### config.mk
export PLATFORM = sky130hd
export DESIGN_NAME = split_hold_ctl
export DESIGN_NICKNAME = d
export VERILOG_FILES = /design/src/rtl/split_hold_ctl.sv
export SDC_FILE = /design/constraint.sdc
export NUM_CORES = 1
export LEC_CHECK = 0
export ABC_AREA = 1
export CAP_MARGIN = 10
export CORE_AREA = 2 2 39 41
export CTS_CLUSTER_DIAMETER = 40
export DETAILED_ROUTE_END_ITERATION = 10
export DIE_AREA = 0 0 41 43
export SLEW_MARGIN = 30
export SYNTH_ARGS = -nofsm -noshare
export SYNTH_HDL_FRONTEND = slang
export SYNTH_SLANG_ARGS = --single-unit
### constraint.sdc
create_clock -name clk -period 3.2 [get_ports clk]
set_input_delay 0.48 -clock clk [delete_from_list [all_inputs] [get_ports clk]]
set_output_delay 0.48 -clock clk [all_outputs]
set_load 0.01 [all_outputs]
### src/rtl/split_hold_ctl.sv
// rtl/split_hold_ctl.sv - stopwatch split/lap-hold controller (LIVE/HOLD display select, lap counter)
// Macro SPLIT_HOLD_TIMEOUT_EN: hold auto-expires after HOLD_TICKS ticks; undefined = split toggles HOLD.
module split_hold_ctl #(
   parameter int HOLD_TICKS = 300
) (
   input  logic       clk,
   input  logic       reset,
   input  logic       init_regs,
   input  logic       count_enabled,
   input  logic       split,
   input  logic       tick,
   output logic       load_lap,
   output logic       show_lap,
   output logic [3:0] lap_count,
   output logic       lap_full
);

   typedef enum logic {
      S_LIVE = 1'b0,
      S_HOLD = 1'b1
   } state_t;

   state_t     r_state;
   state_t     w_state_nxt;
   logic       r_load_lap;
   logic [3:0] r_lap_count;
   logic       r_lap_full;
   logic       w_load_nxt;
   logic [3:0] w_count_nxt;
   logic       w_accept;
   logic [3:0] w_count_inc;

   // Splits while paused belong to the stopwatch controller, not to us.
   assign w_accept    = split & count_enabled & ~init_regs;
   assign w_count_inc = (r_lap_count == 4'd15) ? r_lap_count : r_lap_count + 4'd1;

`ifdef SPLIT_HOLD_TIMEOUT_EN
   localparam int TW = $clog2(HOLD_TICKS + 1);
   localparam logic [TW-1:0] HOLD_LOAD = TW'(HOLD_TICKS);

   logic [TW-1:0] r_timer;
   logic [TW-1:0] w_timer_nxt;

   always_ff @(posedge clk or posedge reset) begin
      if (reset) begin
         r_timer <= '0;
      end else begin
         r_timer <= w_timer_nxt;
      end
   end
`else
   logic w_unused;
   assign w_unused = tick ^ (HOLD_TICKS == 0);
`endif

   always_comb begin
      w_state_nxt = r_state;
      w_load_nxt  = 1'b0;
      w_count_nxt = r_lap_count;
`ifdef SPLIT_HOLD_TIMEOUT_EN
      w_timer_nxt = r_timer;
`endif
      if (init_regs) begin
         w_state_nxt = S_LIVE;
         w_count_nxt = 4'd0;
`ifdef SPLIT_HOLD_TIMEOUT_EN
         w_timer_nxt = '0;
`endif
      end else begin
         case (r_state)
            S_LIVE: begin
               if (w_accept) begin
                  w_state_nxt = S_HOLD;
                  w_load_nxt  = 1'b1;
                  w_count_nxt = w_count_inc;
`ifdef SPLIT_HOLD_TIMEOUT_EN
                  w_timer_nxt = HOLD_LOAD;
`endif
               end
            end
            S_HOLD: begin
`ifdef SPLIT_HOLD_TIMEOUT_EN
               // A new split beats an expiring tick in the same cycle.
               if (w_accept) begin
                  w_load_nxt  = 1'b1;
                  w_count_nxt = w_count_inc;
                  w_timer_nxt = HOLD_LOAD;
               end else if (tick) begin
                  if (r_timer <= TW'(1)) begin
                     w_state_nxt = S_LIVE;
                     w_timer_nxt = '0;
                  end else begin
                     w_timer_nxt = r_timer - TW'(1);
                  end
               end
`else
               if (w_accept) begin
                  w_state_nxt = S_LIVE;
               end
`endif
            end
            default: w_state_nxt = S_LIVE;
         endcase
      end
   end

   always_ff @(posedge clk or posedge reset) begin
      if (reset) begin
         r_state     <= S_LIVE;
         r_load_lap  <= 1'b0;
         r_lap_count <= 4'd0;
         r_lap_full  <= 1'b0;
      end else begin
         r_state     <= w_state_nxt;
         r_load_lap  <= w_load_nxt;
         r_lap_count <= w_count_nxt;
         r_lap_full  <= (w_count_nxt == 4'd15);
      end
   end

   assign load_lap  = r_load_lap;
   assign show_lap  = (r_state == S_HOLD);
   assign lap_count = r_lap_count;
   assign lap_full  = r_lap_full;

endmodule

==> impl_metrics.csv, run 1 <==
group,metric,value,unit
detailed_routing,detail_route.wirelength,754,um
floorplanning,die-area,1760,um^2
final_layout,finish.utilization,41.8,%
global_routing,number_of_global_route_vias_before_repair,334,
cts,htreeDepth,1,
detailed_routing,final_antenna_net_count,0,
power,power_per_cell_area,369,nW/um^2
power,share_comb_of_total_power,18.5,%
synthesis,yosysTopAreaCellShare,41.5,%
synthesis,synthesis.instances,56,
final_layout,nets,80,
job,maxCapViolCount,0,
cts,cts_num_sinks,7,
setup_path,crit_chain,"clkdlybuf4s50_1",
sta,layout_min_cycle_time,1.72,ns
synthesis,synth_area_leaders,"sky130_fd_sc_hd__dfrtp_1 42%, sky130_fd_sc_hd__nand2_1 12%, sky130_fd_sc_hd__nor2_1 9.8%",
synthesis,syn-mean-instance-area,7.53,um^2
final_layout,drive_above_1_share,14.1,%
global_routing,grt_start_max_net_pins,8,
setup_path,kind_of_start_point_of_the_critical_path,"register",
sta,setup-violations-final,0,
sta,timing.setup.tns,0,ns
synthesis,yosys.cell_types.count,14,
power,switching_share,25.0,%
cts,ctsRootBufferMaster,"sky130_fd_sc_hd__clkbuf_4",
cts,clockBufferDepth,2,
floorplanning,boundaryPins,13,
sta,slew_violations,0,
detailed_routing,drt-initial-drc-count,6,
global_routing,grt_pass1_wl,1.33,mm
floorplanning,die_height,43,um
sta,highest_attainable_clock_frequency,583,MHz
setup_path,critical_path_required,2.72,ns
global_routing,global_route.usage.total,11.9,%
synthesis,synth_warn,0,
power,static-leakage-power,0.280,nW
setup_path,timing.setup.critical_path_class,"reg -> out",
outcome,status,"complete, no violations",
synthesis,synth_area,422,um^2
setup_path,timing.reg2reg.worst_path_depth,8,
cts,clock_tree_from_tritoncts,"done",
setup_path,worst-path-max-fanout,6,
sta,grt_setup_unrepaired,"false",
sta,number_of_endpoints_with_negative_hold_slack_in_the_final_report,0,
power,power_frac_seq,45.4,%
floorplanning,die-width,41,um
cts,cts.hold.buffers_added,0,
global_routing,overflow,0,
setup_path,crit_family,"buffers and inverters",
final_layout,antenna_diode_instance_count,0,
setup_path,critical_path.endpoint_type,"output pin",
sta,tightest_slew,0.250,ns
detailed_routing,route.detailed.drc,0,
synthesis,synth.net_count,64,
cts,clock_latency,0.25,ns
floorplanning,floorplan.initialDensity,30.5,%
final_layout,area_growth_syn_to_layout,37.1,%
floorplanning,core,1380,um^2
setup_path,critical_path.reg2reg.startpoint,"lap_count[0]",
setup_path,endpoint_arrival_time_on_the_critical_path,1.24,ns
sta,timing.final.crit_share,53.6,%
cts,cts.repair.resized,0,
power,vdd_ir_drop_max,229,uV
detailed_routing,wire_per_inst,8.67,um
power,clock_power_share,36.1,%
detailed_routing,detailedRoute.firstPassIterationCount,4,
synthesis,synth_top_cell_by_area,"sky130_fd_sc_hd__dfrtp_1",
setup_path,rrSetupSlack,1.88,ns
cts,clk_transition_reported_paths,0.05,ns
min_path,hp-class,"in -> async",
placed_design,place.port_buffers,11,
power,total_switching_power,0.0534,mW
sta,clock-skew-final,0.00165,ns
placed_design,dpl.hpwl,633,um
setup_path,reg2reg_to,"lap_full",
final_layout,final_cell_mix,"14 x sky130_fd_sc_hd__nand2_1, 11 x sky130_fd_sc_hd__nor2_1, 11 x sky130_fd_sc_hd__clkdlybuf4s50_1",
global_routing,antenna_violations_before_repair,0,
cts,cts_buffer_count,3,
placed_design,routabilityCongestion,0.680,
detailed_routing,routed_via_density,4.28,
cts,postCtsSetupRepairBufs,0,
setup_path,cp_slowest_cell,"sky130_fd_sc_hd__clkdlybuf4s50_1",
detailed_routing,detailroute.via_count,372,
synthesis,synth_sequential_area_ratio,41.5,%
floorplanning,rows,14,
setup_path,critical-path-max-stage-delay,0.56,ns
power,pint,0.160,mW
final_layout,mostFrequentLayoutCell,"sky130_fd_sc_hd__nand2_1",
setup_path,cp_num_buf_inv,1,
sta,max-slew-margin-rel,83.3,%
synthesis,ys_seq_elements,7,
worst max-delay path by stage:
stage / startpoint / endpoint / slack (ns) / cells after the start
after floorplan: lap_count[0] / lap_full / 1.94 / 8
after global placement: init_regs / lap_full / 1.38 / 8
after detailed placement: init_regs / lap_full / 1.36 / 8
after CTS: lap_count[2] / lap_count[2] / 1.48 / 1
after global routing: lap_count[3] / lap_count[3] / 1.41 / 1
final: lap_count[2] / lap_count[2] / 1.48 / 1
final cells by class:
class                   count  area (um^2)
well taps                  16         20.0
repair buffers             11          110
multi-input cells          38          191
inverters                  11         55.1
flip-flops and latches      7          175
fillers                   154          806
clock buffers               4         26.3
logic make-up (layout without fill, tap and decap cells):
logic type | count (synthesis) | in the layout | share of synthesized area (%)
fa+ha+maj | 2 | 2 | 5.93
buf+inv | 11 | 26 | 13.1
flops | 7 | 7 | 41.5
simple gates | 36 | 36 | 39.5
sequential cells by signal (all words and copies together), names as in the netlist:
name and cells:
lap_full 1, show_lap 1, load_lap 1, lap_count 4
worst register-to-register path: stages (launching register included):
cell	delay, ns
sky130_fd_sc_hd__dfrtp_1	0.40
sky130_fd_sc_hd__ha_1	0.23
sky130_fd_sc_hd__nand2_1	0.09
sky130_fd_sc_hd__nor2_1	0.04
sky130_fd_sc_hd__nor2_1	0.09
sky130_fd_sc_hd__nor2_1	0.04
sky130_fd_sc_hd__nor2_1	0.16
sky130_fd_sc_hd__nand3_1	0.10
sky130_fd_sc_hd__nor2_1	0.09
metrics by stage:
stage	cells	worst slack (ns)	power, mW	hold WS, ns	cell area, um^2
3_5_place_dp	83	1.36	0.138	0.639	552
2_1_floorplan	56	1.94	0.121	0.283	422
5_1_grt	87	1.41	0.227	0.500	578
3_3_place_gp	83	1.38	0.138	0.642	552
6_report	87	1.48	0.214	0.453	578
4_1_cts	87	1.48	0.218	0.459	578
Yosys cell counts, drive strengths merged:
cell / count
bufinv: 1
nand2: 15
clkinv: 1
nand4: 2
nor2: 14
dfrtp: 7
inv: 9
ha: 2
nand3: 5
per-layer routing:
metal | GRT usage (%) | vias up | wire length [um]
met5 | 0 | - | 0
met4 | 14.0 | 0 | 38
met3 | 1.57 | 4 | 32
met2 | 15.3 | 8 | 352
met1 | 14.6 | 162 | 330
li1 | - | 198 | -
power groups by stage:
stage               clock (mW)  sequential [mW]  combinational, mW
floorplan                    0           0.0996             0.0209
global placement             0           0.0983             0.0394
detailed placement           0           0.0983             0.0401
CTS                     0.0807           0.0969             0.0402
global route            0.0843           0.0975             0.0452
finish                  0.0771           0.0969             0.0395
(Power assumes the default switching activity.)
==> run 2: changes to the inputs <==
Clock period 3.2 ns to 1.53 ns, I/O delays scaled along.
==> run 2 against run 1 <==
- clock skew increased by 0.0014 ns
- sequential share of layout area decreased by 0.89 points
- hold slack got worse by 0.25 ns
- non-clock buffer count increased by 2
- sequential cell count unchanged
- die area unchanged
- global-route usage decreased by 0.79 points
- wire length decreased by 0.27%
- combinational power increased by 120%
- sequential power increased by 110%
- critical path type unchanged
- critical endpoint unchanged
==> impl_metrics.csv, run 2 (synthesis results as in run 1) <==
group,metric,value,unit
detailed_routing,detailedRoute.firstPassIterationCount,4,
detailed_routing,wire_per_inst,8.45,um
setup_path,timing.setup.critical_path_class,"reg -> out",
detailed_routing,detailroute.via_count,371,
outcome,status,"complete, no violations",
setup_path,cp_num_buf_inv,1,
setup_path,cp.depth,1,
setup_path,worst-path-max-fanout,6,
sta,setup-violations-final,0,
setup_path,reg2reg_to,"lap_full",
setup_path,critical_path_required,1.30,ns
cts,cts_buffer_count,3,
final_layout,antenna_diode_instance_count,0,
power,total_switching_power,0.112,mW
placed_design,routabilityCongestion,0.688,
min_path,hp-class,"in -> async",
power,clock_power_share,35.8,%
global_routing,number_of_global_route_vias_before_repair,350,
global_routing,global_route.usage.total,11.1,%
cts,cts_num_sinks,7,
power,power.total,0.449,mW
detailed_routing,detail_route.wirelength,752,um
floorplanning,rows,14,
cts,clock_tree_from_tritoncts,"done",
floorplanning,die_height,43,um
final_layout,flip_flop_count_of_the_largest_register_all_copies_and_words_added,4,
final_layout,final_cell_mix,"14 x sky130_fd_sc_hd__nand2_1, 11 x sky130_fd_sc_hd__nor2_1, 10 x sky130_fd_sc_hd__clkdlybuf4s50_1",
global_routing,grt_start_max_net_pins,8,
job,maxCapViolCount,0,
sta,slew_violations,0,
sta,timing.final.crit_share,95.0,%
final_layout,nets,82,
cts,clock_latency,0.24,ns
cts,cts.repair.resized,0,
floorplanning,boundaryPins,13,
cts,htreeDepth,1,
setup_path,critical_path.endpoint,"lap_count[2]",
cts,postCtsSetupRepairBufs,0,
setup_path,kind_of_start_point_of_the_critical_path,"register",
global_routing,grt_pass1_wl,1.33,mm
detailed_routing,final_antenna_net_count,0,
detailed_routing,drt-initial-drc-count,6,
setup_path,timing.reg2reg.worst_path_depth,8,
sta,tightest_slew,0.252,ns
final_layout,area_growth_syn_to_layout,41.2,%
cts,clk_transition_reported_paths,0.05,ns
setup_path,rrSetupSlack,0.20,ns
detailed_routing,route.detailed.drc,0,
setup_path,critical-path-max-stage-delay,0.56,ns
power,pint,0.337,mW
placed_design,place.port_buffers,11,
power,static-leakage-power,0.308,nW
setup_path,critical_path.reg2reg.startpoint,"lap_count[0]",
power,power_frac_seq,45.1,%
sta,layout_min_cycle_time,1.45,ns
sta,max-slew-margin-rel,83.2,%
setup_path,cp_slowest_cell,"sky130_fd_sc_hd__clkdlybuf4s50_1",
cts,ctsRootBufferMaster,"sky130_fd_sc_hd__clkbuf_4",
power,power_per_cell_area,755,nW/um^2
floorplanning,floorplan.initialDensity,30.5,%
sta,highest_attainable_clock_frequency,688,MHz
cts,clockBufferDepth,2,
final_layout,drive_above_1_share,16.4,%
detailed_routing,routed_via_density,4.17,
setup_path,crit_family,"buffers and inverters",
sta,grt_setup_unrepaired,"false",
power,vdd_ir_drop_max,359,uV
power,share_comb_of_total_power,19.1,%
sta,timing.setup.tns,0,ns
cts,cts.hold.buffers_added,0,
power,switching_share,25.0,%
floorplanning,die-area,1760,um^2
setup_path,critical_path.endpoint_type,"output pin",
setup_path,crit_chain,"clkdlybuf4s50_1",
placed_design,dpl.hpwl,624,um
sta,clock-skew-final,0.00309,ns
sta,fin_worst_hold_slack,0.205,ns
sta,number_of_endpoints_with_negative_hold_slack_in_the_final_report,0,
floorplanning,die-width,41,um
setup_path,endpoint_arrival_time_on_the_critical_path,1.22,ns
global_routing,antenna_violations_before_repair,0,
floorplanning,core,1380,um^2
setup_path,startpoint,"lap_count[2]",
final_layout,mostFrequentLayoutCell,"sky130_fd_sc_hd__nand2_1",
global_routing,overflow,0,
==> run 2: changes by cell type in the layout (fill, tap and decap cells not counted) <==
cell / previous run / this run
sky130_fd_sc_hd__buf_4: 0 / 2
sky130_fd_sc_hd__clkdlybuf4s50_1: 11 / 10
sky130_fd_sc_hd__dlymetal6s2s_1: 0 / 1
==> run 2: worst min path at each step <==
stage | from | endpoint | slack [ns] | cells past startpoint
after floorplan | reset | lap_count[0] | 0.03 | 1
after global placement | reset | load_lap | 0.47 | 2
after detailed placement | reset | load_lap | 0.48 | 2
after CTS | reset | lap_count[3] | 0.21 | 2
after global routing | reset | lap_count[3] | 0.25 | 2
final | reset | lap_count[3] | 0.21 | 2
==> run 2: area by class of cell <==
cell class,instances,area (um^2)
multi-input cells,38,191
well taps,16,20.0
flip-flops and latches,7,175
fillers,155,788
repair buffers,13,128
inverters,11,55.1
clock buffers,4,26.3
==> run 2: metrics by stage <==
step | cell area (um^2) | std cells | setup WS [ns] | utilization, %
3_5_place_dp | 567 | 85 | 0.000205 | 41.0
6_report | 596 | 89 | 0.0760 | 43.0
2_1_floorplan | 422 | 56 | 0.272 | -
5_1_grt | 596 | 89 | 0.0235 | 43.0
3_3_place_gp | 567 | 85 | 0.0171 | 41.0
4_1_cts | 593 | 89 | 0.0536 | 42.9
==> run 2: power groups by stage <==
stage                     sequential, mW  clock [mW]  combinational, mW
after floorplan                    0.208           0             0.0438
after global placement             0.206           0             0.0860
after detailed placement           0.206           0             0.0872
after CTS                          0.203       0.170             0.0875
after global routing               0.204       0.176             0.0968
final                              0.203       0.161             0.0858
==> run 2: routing by layer <==
metal	vias to the layer above	global-route usage (%)	part of all wire [%]
met3	0	1.57	4.4
li1	203	-	-
met5	-	0	0
met1	163	14.7	48
met2	5	15.6	48
met4	0	8.00	0
